### src/rtl/pc_seq_pkg.sv
// Shared types and constants for the PC-source sequencer: FSM states,
// decoded instruction classes, PC mux select codes and default vectors.
package pc_seq_pkg;

    typedef enum logic [2:0] {
        ST_IDLE     = 3'd0,
        ST_EXEC     = 3'd1,
        ST_COMMIT   = 3'd2,
        ST_EXC_SAVE = 3'd3,
        ST_EXC_RD   = 3'd4,
        ST_EXC_LD   = 3'd5,
        ST_HALT     = 3'd6
    } state_t;

    // Decoded instruction classes; anything above CLS_RTE is illegal.
    localparam logic [2:0] CLS_SEQ    = 3'b000;
    localparam logic [2:0] CLS_BRANCH = 3'b001;
    localparam logic [2:0] CLS_JUMP   = 3'b010;
    localparam logic [2:0] CLS_JR     = 3'b011;
    localparam logic [2:0] CLS_RTE    = 3'b100;

    // PC mux select codes.
    localparam logic [2:0] PCSRC_SEQ    = 3'b000;
    localparam logic [2:0] PCSRC_EPC    = 3'b001;
    localparam logic [2:0] PCSRC_ALUOUT = 3'b010;
    localparam logic [2:0] PCSRC_JUMP   = 3'b011;
    localparam logic [2:0] PCSRC_MDR    = 3'b100;

    // Default exception vector addresses.
    localparam logic [7:0] VEC_ILLEGAL_DEF = 8'd253;
    localparam logic [7:0] VEC_OVF_DEF     = 8'd254;
    localparam logic [7:0] VEC_DIVZ_DEF    = 8'd255;

    function automatic logic cls_illegal(input logic [2:0] cls);
        return cls > CLS_RTE;
    endfunction

    // Next-PC source for an instruction that commits without an exception.
    function automatic logic [2:0] commit_src(input logic [2:0] cls, input logic taken);
        case (cls)
            CLS_BRANCH: return taken ? PCSRC_ALUOUT : PCSRC_SEQ;
            CLS_JUMP:   return PCSRC_JUMP;
            CLS_JR:     return PCSRC_ALUOUT;
            CLS_RTE:    return PCSRC_EPC;
            default:    return PCSRC_SEQ;
        endcase
    endfunction

endpackage

### src/rtl/pc_seq_watchdog.sv
// Vector-fetch watchdog. Counts cycles spent waiting for mem_ready and
// flags expiry on the WD_LIMIT-th waiting cycle unless ready arrives in
// that same cycle. Only instantiated when PC_SEQ_WATCHDOG_EN is defined.
module pc_seq_watchdog #(
    parameter int unsigned WD_LIMIT = 16
) (
    input  logic clock,
    input  logic reset,
    input  logic clear,
    input  logic count_en,
    input  logic ready,
    output logic expire
);

    localparam int unsigned CW = $clog2(WD_LIMIT + 1);
    localparam logic [CW-1:0] LAST = CW'(WD_LIMIT - 1);

    logic [CW-1:0] count;

    // Wait-cycle counter: cleared just before the fetch starts, advances each fetch cycle.
    always_ff @(posedge clock) begin
        if (!reset) begin
            count <= '0;
        end else if (clear) begin
            count <= '0;
        end else if (count_en) begin
            count <= count + 1'b1;
        end
    end

    // The edge ending this cycle would bring the count to WD_LIMIT with no data.
    assign expire = count_en && !ready && (count == LAST);

endmodule

### src/rtl/pc_seq_ctrl.sv
// Control-flow sequencer for the PC source mux. Resolves the next-PC source
// of one decoded instruction at a time and sequences exception entry
// (EPC save, vector fetch, PC load from MDR). All outputs are registered.
// Optional feature: define PC_SEQ_WATCHDOG_EN to bound the vector fetch
// with a watchdog that parks the sequencer in HALT and raises fault.
module pc_seq_ctrl
    import pc_seq_pkg::*;
#(
    parameter int unsigned WD_LIMIT    = 16,
    parameter logic [7:0]  VEC_ILLEGAL = VEC_ILLEGAL_DEF,
    parameter logic [7:0]  VEC_OVF     = VEC_OVF_DEF,
    parameter logic [7:0]  VEC_DIVZ    = VEC_DIVZ_DEF
) (
    input  logic       clock,
    input  logic       reset,
    input  logic       instr_valid,
    input  logic [2:0] instr_class,
    input  logic       branch_cond,
    input  logic       ovf,
    input  logic       div_zero,
    input  logic       mem_ready,
    output logic [2:0] pc_src,
    output logic       pc_write,
    output logic       epc_write,
    output logic       mem_rd,
    output logic [7:0] vec_addr,
    output logic       busy,
    output logic       instr_done,
    output logic       fault
);

    state_t     state;
    logic [2:0] cls_q;
    logic [7:0] vec_q;

    if (WD_LIMIT == 0) begin : g_bad_wd_limit
        $error("pc_seq_ctrl: WD_LIMIT must be nonzero");
    end

`ifdef PC_SEQ_WATCHDOG_EN
    logic fault_q;
    logic wd_expire;

    pc_seq_watchdog #(
        .WD_LIMIT (WD_LIMIT)
    ) u_watchdog (
        .clock    (clock),
        .reset    (reset),
        .clear    (state == ST_EXC_SAVE),
        .count_en (state == ST_EXC_RD),
        .ready    (mem_ready),
        .expire   (wd_expire)
    );

    assign fault = fault_q;
`else
    assign fault = 1'b0;
`endif

    // Sequencer FSM; outputs are set on the edge that enters the state they belong to.
    always_ff @(posedge clock) begin
        if (!reset) begin
            state      <= ST_IDLE;
            cls_q      <= CLS_SEQ;
            vec_q      <= '0;
            pc_src     <= PCSRC_SEQ;
            pc_write   <= 1'b0;
            epc_write  <= 1'b0;
            mem_rd     <= 1'b0;
            vec_addr   <= '0;
            busy       <= 1'b0;
            instr_done <= 1'b0;
`ifdef PC_SEQ_WATCHDOG_EN
            fault_q    <= 1'b0;
`endif
        end else begin
            // Strobes default low; only the entered state raises them.
            pc_src     <= PCSRC_SEQ;
            pc_write   <= 1'b0;
            epc_write  <= 1'b0;
            mem_rd     <= 1'b0;
            vec_addr   <= '0;
            instr_done <= 1'b0;

            case (state)
                ST_IDLE: begin
                    if (instr_valid) begin
                        cls_q <= instr_class;
                        busy  <= 1'b1;
                        state <= ST_EXEC;
                    end
                end

                ST_EXEC: begin
                    // Illegal class outranks overflow, which outranks divide-by-zero.
                    if (cls_illegal(cls_q) || ovf || div_zero) begin
                        if (cls_illegal(cls_q)) begin
                            vec_q <= VEC_ILLEGAL;
                        end else if (ovf) begin
                            vec_q <= VEC_OVF;
                        end else begin
                            vec_q <= VEC_DIVZ;
                        end
                        epc_write <= 1'b1;
                        state     <= ST_EXC_SAVE;
                    end else begin
                        // The registered select doubles as the sampled branch outcome.
                        pc_src     <= commit_src(cls_q, branch_cond);
                        pc_write   <= 1'b1;
                        instr_done <= 1'b1;
                        state      <= ST_COMMIT;
                    end
                end

                ST_COMMIT, ST_EXC_LD: begin
                    busy  <= 1'b0;
                    state <= ST_IDLE;
                end

                ST_EXC_SAVE: begin
                    mem_rd   <= 1'b1;
                    vec_addr <= vec_q;
                    state    <= ST_EXC_RD;
                end

                ST_EXC_RD: begin
                    if (mem_ready) begin
                        pc_src     <= PCSRC_MDR;
                        pc_write   <= 1'b1;
                        instr_done <= 1'b1;
                        state      <= ST_EXC_LD;
                    end
`ifdef PC_SEQ_WATCHDOG_EN
                    else if (wd_expire) begin
                        fault_q <= 1'b1;
                        state   <= ST_HALT;
                    end
`endif
                    else begin
                        mem_rd   <= 1'b1;
                        vec_addr <= vec_q;
                    end
                end

                // Only reset leaves HALT.
                ST_HALT: begin
                    state <= ST_HALT;
                end

                default: begin
                    busy  <= 1'b0;
                    state <= ST_IDLE;
                end
            endcase
        end
    end

endmodule

### config.mk
export PLATFORM = sky130hd
export DESIGN_NAME = pc_seq_ctrl
export DESIGN_NICKNAME = d
export VERILOG_FILES = /design/src/rtl/pc_seq_pkg.sv /design/src/rtl/pc_seq_watchdog.sv /design/src/rtl/pc_seq_ctrl.sv
export SDC_FILE = /design/constraint.sdc
export NUM_CORES = 1
export LEC_CHECK = 0
export BUFFER_PORTS_ARGS = -buffer_cell sky130_fd_sc_hd__buf_2
export CAP_MARGIN = 20
export CORE_AREA = 2 2 56 45
export CTS_CLUSTER_SIZE = 10
export DETAILED_ROUTE_END_ITERATION = 7
export DIE_AREA = 0 0 58 47
export PLACE_DENSITY = 0.72
export SLEW_MARGIN = 15
export SYNTH_ARGS = -nofsm -noshare
export SYNTH_HDL_FRONTEND = slang
export SYNTH_SLANG_ARGS = --single-unit
### constraint.sdc
create_clock -name clock -period 1.31 [get_ports clock]
set_input_delay 0.262 -clock clock [delete_from_list [all_inputs] [get_ports clock]]
set_output_delay 0.262 -clock clock [all_outputs]
set_load 0.05 [all_outputs]
-- After elaboration in Yosys (flattened, before gate mapping)
Cells that the tools add are included.
- $lt $le $gt $ge: 1
- eq/ne operators: 10
- muxes and demuxes: 21
- bitwise logic cells: 1
- reduce and logical (&&, ||, !) cells: 9
- operators with widths (operator ; count):
    8-bit case mux with 2 select lines ; 1
    3-bit case mux with 5 select lines ; 1
    2-bit AND reduction ; 5
    3-bit by 2-bit == test with 1-bit output, second input constant ; 3
    3-bit == test, second input constant ; 3
    3-bit 2-to-1 mux ; 3
    8-bit 2-to-1 mux ; 1
    2-bit case mux with 4 select lines ; 1
    1-bit 2-to-1 mux ; 7
    3-bit by 1-bit == test with 1-bit output, second input constant ; 2
    2-bit 2-to-1 mux ; 3
    1-bit case mux with 2 select lines ; 3
    3-bit case mux with 2 select lines ; 1
    2-bit inequality test, second input constant ; 2
    4-bit OR reduction ; 1
    3-bit > comparator, second input constant ; 1
    3-bit zero test ; 1
    1-bit logical OR ; 2
    1-bit inverter ; 1
- bits in registers: 29
- input bits: 10
- output and inout bits: 17
- logic and storage cells: 51

-- Longest topological paths before layout
Gate-level depths: netlist of run 1.
- depth in word-level cells: 5
- mapped depth: 4
- gate-level depth less buffers: 3

-- Worst setup path after synthesis of run 1
No wires, ideal clock.
- path kind: reg-to-output
- from: register, netlist name vec_addr[6]
- to: output port vec_addr[3]
- arrival: 0.973 ns
- required time: 1.048 ns
- path slack: 0.075 ns
- cell stages (with the launch flop): 2
- buffers on the path: 1
- cell sequence: dfxtp_1 > buf_4
- RTL lines (element ; RTL line ; text):
    end, declared ; pc_seq_ctrl.sv:26 ; output logic [7:0] vec_addr,

-- Worst setup path after layout of run 1
- from: register cls_q[0]
- to: register vec_q[6]
- longest elaborated chain between the ends: 4
- ends and longest elaborated chain (element ; RTL line ; text):
    start, declared ; pc_seq_ctrl.sv:33 ; logic [2:0] cls_q;
    start signal, assigned ; pc_seq_ctrl.sv:88 ; cls_q <= instr_class;
    3-bit > comparator ; pc_seq_pkg.sv:35 ; return cls > CLS_RTE;
    1-bit logical OR (2 in a row) ; pc_seq_ctrl.sv:96 ; if (cls_illegal(cls_q) || ovf || div_zero) begin
    2-bit AND reduction (no line) ; -- ;
    end signal, assigned ; pc_seq_ctrl.sv:98 ; vec_q <= VEC_ILLEGAL;
    end signal, assigned ; pc_seq_ctrl.sv:100 ; vec_q <= VEC_OVF;
    end signal, assigned ; pc_seq_ctrl.sv:102 ; vec_q <= VEC_DIVZ;
    end, declared ; pc_seq_ctrl.sv:34 ; logic [7:0] vec_q;
Every way passes these cells.
A chain may end at the register's enable or synchronous reset.

==> metrics.csv, run 1 <==
stage;metric;value;unit
setup_path;R2R setup slack;0.08;ns
yosys;compound-gate portion of the synthesized area;16.6;%
placed_design;routability cong.;0.781;
grt;grt met3 use;5.51;%
layout;area grow syn2layout;18.6;%
grt;GR Overflow Total;0;
detailed_routing;DR DRC count;0;
outcome;status;finished clean;
grt;largest net degree at the start of global routing;12;
floorplan;row count;15;
setup_path;type of origin of the critical path;flop;
yosys;Synth Area in Adders;0;%
setup_path;crit path to;vec_q[6];
yosys;top cells by area, synth;dfxtp_1, buf_4, nor2_1, a21oi_1, mux2i_1;
floorplan;IO Pins;27;
sta;final cycle utilization of the critical path;93.9;%
yosys;Seq/Total Area, Yosys;46.8;%
power_and_ir_drop;Power per Cell Area;1170;nW/um^2
yosys;FF+latch count, synth;19;
yosys;cell count after synthesis;78;
yosys;Synth Net Count;88;
grt;vias in the first global route;476;
yosys;largest family of logic cells by synthesized area;simple AND/OR/NAND/NOR gates;
yosys;Synth top area share;46.8;%
layout;share of post-route cells with drive strength above 1;44.7;%
grt;M1 GR Usage;15.2;%
floorplan;core area;2180;um^2
grt;GRT Total Usage;11.7;%
clock_tree;TritonCTS clock tree;built;
sta;RSZ-0062 raised after global routing;no;
flow_run;# Max-Cap Violations;0;
setup_path;Setup crit start;cls_q[0];
yosys;Top FF cell, synth;dfxtp_1;
detailed_routing;Vias/cell;4.77;
yosys;cell taking the most area after synthesis;dfxtp_1;
layout;final instance area;965;um^2
setup_path;FF-to-FF End;vec_q[6];
setup_path;CP peak stage delay;0.36;ns
setup_path;critical path, cell by cell;o21a_1 -> o311a_2 -> a21o_2;
sta;achievable clock frequency;0.813;GHz
detailed_routing;WL/cell;11.5;um
sta;fin crit period;1.23;ns
layout;leading cell type in the layout, fill and taps excluded;buf_2;
clock_tree;Sink Count;19;
sta;Worst Slack Setup Final;0.0802;ns
clock_tree;Skew-Pair Late Insertion Delay;0.30;ns
setup_path;type of destination of the critical path;flop;
clock_tree;Clk pin slew, worst setup/hold paths;0.11;ns
layout;ANT cells;0;
setup_path;Worst Path Arrival;1.44;ns
grt;M2 GR Usage;15.7;%
layout;Core Util, Final;44.3;%
sta;Slew Viols, Final;0;
setup_path;worst-path fanout max;5;
power_and_ir_drop;Pleak;0.452;nW
placed_design;pre-CTS setup slack;-0.000897;ns
yosys;mux contribution to synthesized area;3.69;%
floorplan;initial core utilization;37.4;%
worst_hold_path;worst min path class;in2reg;
detailed_routing;via count;610;
floorplan;die height;47;um
floorplan;width of the die;58;um
yosys;ys async rst share;0;%
detailed_routing;WL final;1470;um
sta;Fin Clk Skew;0.00730;ns
power_and_ir_drop;Max IR drop VDD;0.694;mV
layout;commonest non-fill, non-tap cells in the layout;buf_2, dfxtp_1, nor2_1;
yosys;xor-xnor portion of the synthesized cell area;0;%
setup_path;CP required;1.52;ns
setup_path;RR Startpoint;cls_q[0];
grt;initial antenna violation count;0;
yosys;Synth warnings;0;
sta;# setup viols final;0;
grt;Top Usage Layer GRT;met2;
yosys;Post-Syn Area;813;um^2
yosys;EDFF count, synth;0;
clock_tree;clk buf depth;2;
sta;Fin. Hold Viols;0;
floorplan;die area;2730;um^2
clock_tree;root buf cell;clkbuf_4;
grt;first-pass GRT wire length;2230;um
placed_design;PortBufs;25;
placed_design;DP Wirelength;1140;um
yosys;Synth Area in Simple Gates;21.8;%
setup_path;WS Path Type;reg2reg;
setup_path;Reg2Reg Depth;3;
detailed_routing;Routed Antenna Nets;0;
clock_tree;H-tree depth;1;
clock_tree;Num CTS Buffers;3;
yosys;Distinct cells, synth;30;
yosys;syn avg cell area;10.4;um^2
detailed_routing;Detailed Routing Iterations Pass 1;4;
setup_path;CP max stage cell;dfxtp_1;
detailed_routing;DR iter-0 viols;6;
layout;Post-layout nets;114;
placed_design;Area after DPL;913;um^2
routing by layer:
| metal | part of all wire [%] | vias up |
|---|---|---|
| li1 | - | 313 |
| met1 | 46 | 277 |
| met2 | 46 | 16 |
| met3 | 6.7 | 4 |
| met4 | 1.9 | 0 |
| met5 | 0 | - |
registers in the layout (all words and copies together) (netlist names), 3 cells and up:
signal	flops
cls_q	3
pc_src	3
state	3
vec_addr	3
vec_q	3
worst max-delay path: cells and delay by family, from the launching register on:
family	cells	cell delay (ns)
AO/OA/AOI/OAI	3	0.78
flip-flops	1	0.36
power by group:
group / switching [mW] / internal (mW) / total (mW)
Sequential: 0.0297 / 0.608 / 0.637
Clock: 0.178 / 0.114 / 0.291
Combinational: 0.108 / 0.0869 / 0.195
worst min-delay path by stage:
stage / startpoint / endpoint / depth (start not counted)
2_1_floorplan: reset / vec_q[6] / 1
3_3_place_gp: vec_q[6] / vec_q[6] / 1
3_5_place_dp: vec_q[6] / vec_q[6] / 1
4_1_cts: instr_class[0] / cls_q[0] / 3
5_1_grt: instr_class[2] / cls_q[2] / 3
6_report: instr_class[1] / cls_q[1] / 3
cell usage after synthesis (3+ instances only):
cell type,number
nor2_1,9
and2_1,3
o21a_1,4
inv_1,4
dfxtp_1,19
mux2i_1,3
buf_4,8
a21oi_1,6
repair_timing:
item,CTS,global route
buffers inserted,2,1
hold buffers,0,0
pin swaps,1,1
gates resized for setup,1,0
endpoints found under the hold margin,0,0
setup endpoints to repair,6,2
cloned,0,0
area by class of cell:
cell class                 instances  area [um^2]
clock inverter                     1         5.00
multi-input combinational         46          347
fill                             211         1210
sequential                        19          382
inverter                           4         15.0
clock buffer                       3         22.5
timing repair buffer              30          163
tap                               25         31.3
per-stage QoR:
step / hold WS (ns) / total power, mW / cells / setup TNS [ns]
2_1_floorplan: 0.384 / 0.789 / 78 / 0
3_3_place_gp: 0.439 / 0.829 / 121 / 0
3_5_place_dp: 0.442 / 0.833 / 121 / -0.000897
4_1_cts: 0.194 / 1.14 / 127 / 0
5_1_grt: 0.186 / 1.18 / 128 / 0
6_report: 0.196 / 1.12 / 128 / 0
kinds of logic (layout without fill, tap and decap cells):
| logic type | count (synthesis) | after routing |
|---|---|---|
| and+or+nand+nor | 24 | 24 |
| other | 1 | 1 |
| buffers and inverters | 13 | 38 |
| DFF | 19 | 19 |
| muxes | 3 | 3 |
| AOI/OAI and AO/OA | 18 | 18 |
Note: power is estimated with default switching activity, not from simulation.
==> run 2: changes to the inputs <==
CTS_BUF_LIST = sky130_fd_sc_hd__clkbuf_8   (was default)
TNS_END_PERCENT = 100   (was default)
==> run 2 against run 1 <==
Setup slack better by 0.0065 ns. Cell count fell by 0.78%. Largest cell class unchanged. Clock power grew 39%.
==> metrics.csv, run 2 (synthesis gave the netlist of run 1 again) <==
stage;metric;value;unit;change
power_and_ir_drop;Pleak;0.456;nW;was 0.452 nW
grt;vias in the first global route;479;;was 476
worst_hold_path;worst hold start;instr_class[1];;unchanged
layout;Post-layout nets;113;;was 114
placed_design;PortBufs;25;;unchanged
sta;achievable clock frequency;0.817;GHz;was 0.813 GHz
power_and_ir_drop;net switching power;0.331;mW;was 0.316 mW
clock_tree;clk buf depth;2;;unchanged
grt;first-pass GRT wire length;2240;um;was 2230 um
power_and_ir_drop;combinational share of power;15.5;%;was 17.4%
setup_path;worst-path fanout max;10;;was 5
setup_path;Setup crit start;state[2];;was cls_q[0]
grt;largest net degree at the start of global routing;12;;unchanged
detailed_routing;Routed Antenna Nets;0;;unchanged
power_and_ir_drop;Clock power frac;32.8;%;was 25.9%
power_and_ir_drop;Sequential Power Share;51.6;%;was 56.7%
detailed_routing;DR iter-0 viols;4;;was 6
sta;Fin Clk Skew;0.00305;ns;was 0.00730 ns
clock_tree;root buf cell;clkbuf_8;;was clkbuf_4
detailed_routing;WL/cell;11.8;um;was 11.5 um
layout;register area;385;um^2;was 382 um^2
layout;multi-input combinational cell area;347;um^2;unchanged
setup_path;type of origin of the critical path;flop;;unchanged
clock_tree;Sink Count;19;;unchanged
setup_path;CP max stage cell;nor4b_4;;was dfxtp_1
grt;GRT Total Usage;11.8;%;was 11.7%
detailed_routing;DR DRC count;0;;unchanged
placed_design;pre-CTS setup slack;-0.000897;ns;unchanged
sta;Slew Viols, Final;0;;unchanged
clock_tree;Clk pin slew, worst setup/hold paths;0.07;ns;was 0.11 ns
sta;final cycle utilization of the critical path;93.4;%;was 93.9%
clock_tree;Hold-fix buffers, CTS;0;;unchanged
setup_path;CP peak stage delay;0.44;ns;was 0.36 ns
setup_path;Reg2Reg Depth;3;;unchanged
sta;Fin. Hold Viols;0;;unchanged
setup_path;WS Path Type;reg2reg;;unchanged
setup_path;CP required;1.46;ns;was 1.52 ns
sta;fin crit period;1.22;ns;was 1.23 ns
worst_hold_path;Hold Crit Depth;3;;unchanged
detailed_routing;via count;611;;was 610
setup_path;FF-to-FF End;cls_q[1];;was vec_q[6]
floorplan;initial core utilization;37.4;%;unchanged
floorplan;die height;47;um;unchanged
placed_design;DP Wirelength;1140;um;unchanged
layout;share of post-route cells with drive strength above 1;45.1;%;was 44.7%
setup_path;R2R setup slack;0.09;ns;was 0.08 ns
detailed_routing;Vias/cell;4.81;;was 4.77
sta;RSZ-0062 raised after global routing;no;;unchanged
clock_tree;Skew-Pair Late Insertion Delay;0.26;ns;was 0.30 ns
layout;leading cell type in the layout, fill and taps excluded;buf_2;;unchanged
setup_path;RR Startpoint;state[2];;was cls_q[0]
worst_hold_path;worst min path class;in2reg;;unchanged
layout;area grow syn2layout;20.5;%;was 18.6%
floorplan;die area;2730;um^2;unchanged
grt;GR Overflow Total;0;;unchanged
layout;commonest non-fill, non-tap cells in the layout;buf_2, dfxtp_1, nor2_1;;unchanged
worst_hold_path;hold path endpoint;cls_q[1];;unchanged
power_and_ir_drop;switch share;26.9;%;was 28.1%
layout;fillers;205;;was 211
clock_tree;H-tree depth;1;;unchanged
detailed_routing;Detailed Routing Iterations Pass 1;4;;unchanged
outcome;status;finished clean;;unchanged
grt;initial antenna violation count;0;;unchanged
setup_path;type of destination of the critical path;flop;;unchanged
clock_tree;Num CTS Buffers;3;;unchanged
layout;ANT cells;0;;unchanged
power_and_ir_drop;Power per Cell Area;1260;nW/um^2;was 1170 nW/um^2
flow_run;# Max-Cap Violations;0;;unchanged
setup_path;Worst Path Arrival;1.37;ns;was 1.44 ns
placed_design;routability cong.;0.781;;unchanged
power_and_ir_drop;Max IR drop VDD;0.793;mV;was 0.694 mV
setup_path;critical path, cell by cell;nor4b_4 -> mux2i_1 -> nor2_1;;was o21a_1 -> o311a_2 -> a21o_2
floorplan;row count;15;;unchanged
clock_tree;TritonCTS clock tree;built;;unchanged
power_and_ir_drop;Int Power;0.901;mW;was 0.808 mW
detailed_routing;WL final;1490;um;was 1470 um
sta;# setup viols final;0;;unchanged
floorplan;width of the die;58;um;unchanged
floorplan;core area;2180;um^2;unchanged
floorplan;IO Pins;27;;unchanged
sta;Worst Slack Setup Final;0.0868;ns;was 0.0802 ns
layout;Core Util, Final;45.0;%;was 44.3%
==> run 2: cell count changes in the layout (fill, tap and decap cells not counted), sizes merged <==
cell	previous run	this run
buf	30	29
==> run 2: worst max path at each step <==
stage                     slack (ns)  depth (start not counted)           to
after floorplan                 0.07                          1  vec_addr[3]
after global placement          0.05                          3     cls_q[0]
after detailed placement     -0.0009                          3     cls_q[1]
after CTS                       0.04                          3     cls_q[1]
after global routing           0.007                          3     cls_q[1]
final                           0.09                          3     cls_q[1]
==> run 2: what timing repair did <==
action,in CTS,in global routing
pin swaps,1,1
endpoints found under the hold margin,0,0
buffers inserted,2,0
endpoints found under the setup margin,3,3
gates resized for setup,1,2
==> run 2: power groups by stage <==
| stage | Clock [mW] | Combinational (mW) | Sequential, mW |
|---|---|---|---|
| final | 0.405 | 0.191 | 0.636 |
| after global routing | 0.444 | 0.207 | 0.640 |
| after CTS | 0.418 | 0.192 | 0.638 |
| after detailed placement | 0 | 0.182 | 0.651 |
| after global placement | 0 | 0.179 | 0.650 |
| after floorplan | 0 | 0.122 | 0.667 |
==> run 2: cell type report <==
class,instances,share of cell area (%)
clock inverters,1,0.511
inverters,4,1.53
flip-flops and latches,19,39.3
multi-input cells,46,35.4
well taps,25,3.19
clock buffers,3,4.21
repair buffers,29,15.8
==> run 2: through the flow <==
| step | hold WS, ns | cells | instance area (um^2) | TNS, ns | total power, mW |
|---|---|---|---|---|---|
| floorplan | 0.384 | 78 | 813 | 0 | 0.789 |
| CTS | 0.242 | 127 | 976 | 0 | 1.25 |
| detailed placement | 0.442 | 121 | 913 | -0.000897 | 0.833 |
| global route | 0.247 | 127 | 980 | 0 | 1.29 |
| global placement | 0.439 | 121 | 913 | 0 | 0.829 |
| finish | 0.243 | 127 | 980 | 0 | 1.23 |
==> run 2: layer usage <==
layer	GRT usage, %	vias to the layer above	routed length (um)
met5	0	-	0
met4	6.98	0	28
met3	5.51	4	108
met2	16.1	18	703
met1	15.2	278	653
li1	-	311	-
==> run 2: critical path, delay by kind of cell (launching register included) <==
family / cells / cell delay, ns
DFF: 1 / 0.39
muxes: 1 / 0.24
and+or+nand+nor: 2 / 0.49
==> run 3: changes to the inputs <==
PLACE_DENSITY = 0.73   (was 0.72)
SLEW_MARGIN = 40   (was 15)
SYNTH_HIERARCHICAL = 1   (was default)
==> run 3 against run 2 <==
Register-to-register slack got worse by 0.06 ns. Largest cell class is now multi-input gates. First-iteration DRC count increased to 3.5 times the previous value. Synthesized cell count is 14% higher. Via count rose by 19%.
==> metrics.csv, run 3 <==
stage;metric;value;unit;change
outcome;status;finished clean;;unchanged
clock_tree;Skew-Pair Late Insertion Delay;0.25;ns;was 0.26 ns
sta;Slew Viols, Final;0;;unchanged
clock_tree;root buf cell;clkbuf_8;;unchanged
setup_path;type of destination of the critical path;flop;;unchanged
sta;fin crit period;1.28;ns;was 1.22 ns
clock_tree;Clk pin slew, worst setup/hold paths;0.07;ns;about the same
layout;leading cell type in the layout, fill and taps excluded;buf_2;;unchanged
power_and_ir_drop;total power;1.27;mW;was 1.23 mW
placed_design;routability cong.;0.770;;was 0.781
setup_path;Setup crit start;state[2];;unchanged
layout;ANT cells;0;;unchanged
yosys;Synth Net Count;100;;was 88
yosys;top-count cell post-synth;dfxtp_1;;unchanged
yosys;Top FF cell, synth;dfxtp_1;;unchanged
layout;Post-layout nets;133;;was 113
flow_run;# Max-Cap Violations;0;;unchanged
yosys;cell count after synthesis;89;;was 78
yosys;syn avg cell area;9.31;um^2;was 10.4 um^2
floorplan;die height;47;um;unchanged
yosys;cell taking the most area after synthesis;dfxtp_1;;unchanged
detailed_routing;Vias/cell;4.99;;was 4.81
setup_path;FF-to-FF End;state[2];;was cls_q[1]
grt;largest net degree at the start of global routing;13;;was 12
grt;first-pass GRT wire length;2760;um;was 2240 um
placed_design;pre-CTS setup slack;-0.146;ns;was -0.000897 ns
setup_path;CP max stage cell;or3_1;;was nor4b_4
setup_path;R2R setup slack;0.03;ns;was 0.09 ns
floorplan;initial core utilization;38.0;%;was 37.4%
yosys;Distinct cells, synth;36;;was 30
layout;final instance area;1090;um^2;was 980 um^2
detailed_routing;DR DRC count;0;;unchanged
clock_tree;Num CTS Buffers;3;;unchanged
floorplan;IO Pins;27;;unchanged
yosys;top cells by area, synth;dfxtp_1, buf_4, nor2_1, a21oi_1, nand3_1;;was dfxtp_1, buf_4, nor2_1, a21oi_1, mux2i_1
yosys;Synth warnings;6;;was 0
sta;RSZ-0062 raised after global routing;yes;;was no
placed_design;Area after DPL;1000;um^2;was 913 um^2
setup_path;CP peak stage delay;0.39;ns;was 0.44 ns
setup_path;WS Path Type;reg2reg;;unchanged
yosys;Seq/Total Area, Yosys;45.9;%;was 46.8%
clock_tree;Sink Count;19;;unchanged
clock_tree;clk buf depth;2;;unchanged
yosys;Commonest cells post-synth;dfxtp_1, buf_4, nor2_1, nand2_1;;was dfxtp_1, nor2_1, buf_4, a21oi_1
setup_path;Buf+Inv Stages, Crit Path;1;;was 0
grt;vias in the first global route;604;;was 479
yosys;Post-Syn Area;828;um^2;was 813 um^2
setup_path;critical path, cell by cell;buf_4 -> or3_1 -> o221a_1;;was nor4b_4 -> mux2i_1 -> nor2_1
grt;GR Overflow Total;0;;unchanged
sta;final cycle utilization of the critical path;97.7;%;was 93.4%
setup_path;type of origin of the critical path;flop;;unchanged
detailed_routing;via count;728;;was 611
setup_path;Reg2Reg Depth;3;;unchanged
worst_hold_path;Hold Crit Depth;3;;unchanged
yosys;EDFF count, synth;0;;unchanged
detailed_routing;Detailed Routing Iterations Pass 1;4;;unchanged
floorplan;core area;2180;um^2;unchanged
layout;share of post-route cells with drive strength above 1;43.8;%;was 45.1%
setup_path;Worst Path Arrival;1.42;ns;was 1.37 ns
yosys;FF+latch count, synth;19;;unchanged
sta;Worst Slack Setup Final;0.0301;ns;was 0.0868 ns
placed_design;PortBufs;25;;unchanged
worst_hold_path;worst min path class;in2reg;;unchanged
layout;commonest non-fill, non-tap cells in the layout;buf_2, dfxtp_1, buf_4;;was buf_2, dfxtp_1, nor2_1
setup_path;CP required;1.45;ns;was 1.46 ns
power_and_ir_drop;Pleak;0.509;nW;was 0.456 nW
detailed_routing;Routed Antenna Nets;0;;unchanged
sta;Fin Clk Skew;0.00432;ns;was 0.00305 ns
layout;fillers;188;;was 205
floorplan;width of the die;58;um;unchanged
grt;initial antenna violation count;0;;unchanged
power_and_ir_drop;Max IR drop VDD;0.894;mV;was 0.793 mV
placed_design;DP Wirelength;1290;um;was 1140 um
sta;Fin. Hold Viols;0;;unchanged
setup_path;RR Startpoint;state[2];;unchanged
grt;GRT Total Usage;13.8;%;was 11.8%
floorplan;die area;2730;um^2;unchanged
detailed_routing;WL/cell;11.8;um;about the same
sta;# setup viols final;0;;unchanged
clock_tree;H-tree depth;1;;unchanged
detailed_routing;DR iter-0 viols;14;;was 4
worst_hold_path;worst hold start;instr_class[0];;was instr_class[1]
floorplan;row count;15;;unchanged
setup_path;worst-path fanout max;6;;was 10
layout;area grow syn2layout;32.2;%;was 20.5%
detailed_routing;WL final;1730;um;was 1490 um
sta;achievable clock frequency;0.781;GHz;was 0.817 GHz
yosys;ys async rst share;0;%;unchanged
setup_path;CP top delay family;simple AND/OR/NAND/NOR gates;;unchanged
worst_hold_path;hold path endpoint;cls_q[0];;was cls_q[1]
clock_tree;TritonCTS clock tree;built;;unchanged
power_and_ir_drop;Power per Cell Area;1160;nW/um^2;was 1260 nW/um^2
yosys;Synth top area share;45.9;%;was 46.8%
layout;Core Util, Final;50.3;%;was 45.0%
[run 3: changes by cell type in the layout (fill, tap and decap cells not counted), moves of 3 or more]
cell	before	now
mux2i_1	3	0
o21a_1	4	1
nand2_1	0	5
nor2_1	9	6
nor3_1	0	4
nand3_1	1	4
buf_4	4	13
[run 3: worst register-to-register path: cells and delay by family (launching register included)]
| family | cells | cell delay, ns |
|---|---|---|
| simple gates | 1 | 0.39 |
| flops | 1 | 0.37 |
| compound gates | 1 | 0.26 |
| buf+inv | 1 | 0.16 |
[run 3: how the worst max path moves through the flow]
stage | slack, ns | depth (start not counted) | to
detailed placement | -0.15 | 3 | state[0]
finish | 0.03 | 3 | state[2]
floorplan | -0.06 | 5 | state[0]
CTS | 0.004 | 3 | vec_addr[1]
global placement | -0.06 | 3 | state[0]
global route | -0.02 | 3 | busy
[run 3: routing by layer]
layer	global-route usage [%]	share of wire [%]	vias up	routed length [um]
met5	0	0	-	0
met4	4.19	0.58	0	10
met3	4.96	6.1	2	106
met2	21.8	46	24	802
met1	18.0	47	334	808
li1	-	-	368	-
[run 3: layout make-up]
| type | count | area [um^2] | share of cell area (%) |
|---|---|---|---|
| clock buffers | 3 | 41.3 | 3.77 |
| clock inverters | 1 | 3.75 | 0.343 |
| inverters | 4 | 15.0 | 1.37 |
| multi-input cells | 56 | 392 | 35.8 |
| flip-flops and latches | 19 | 389 | 35.5 |
| well taps | 25 | 31.3 | 2.86 |
| repair buffers | 38 | 223 | 20.3 |
[run 3: power breakdown]
part,total (mW),switching (mW),internal [mW]
sequential,0.634,0.0254,0.609
clock,0.385,0.177,0.208
combinational,0.255,0.141,0.115
total,1.27,0.343,0.932
[run 3: kinds of logic after synthesis]
logic type      Yosys count  share of synthesized area [%]
compound gates           18                           15.6
fa+ha+maj                 2                           2.72
buf+inv                  14                           10.6
flops                    19                           45.9
other cells               1                          0.453
simple gates             35                           24.8
[run 3: per-stage QoR]
stage          TNS (ns)  hold WS (ns)  cells
2_1_floorplan   -0.0602         0.392     89
3_3_place_gp    -0.0620         0.431    139
3_5_place_dp     -0.442         0.447    139
4_1_cts               0         0.231    144
5_1_grt         -0.0406         0.227    146
6_report              0         0.232    146
[run 3: repair_timing]
action,4_1_cts,5_1_grt
gates resized for setup,6,2
endpoints found under the setup margin,11,7
hold buffers,0,0
pin swaps,1,3
buffers inserted,1,2
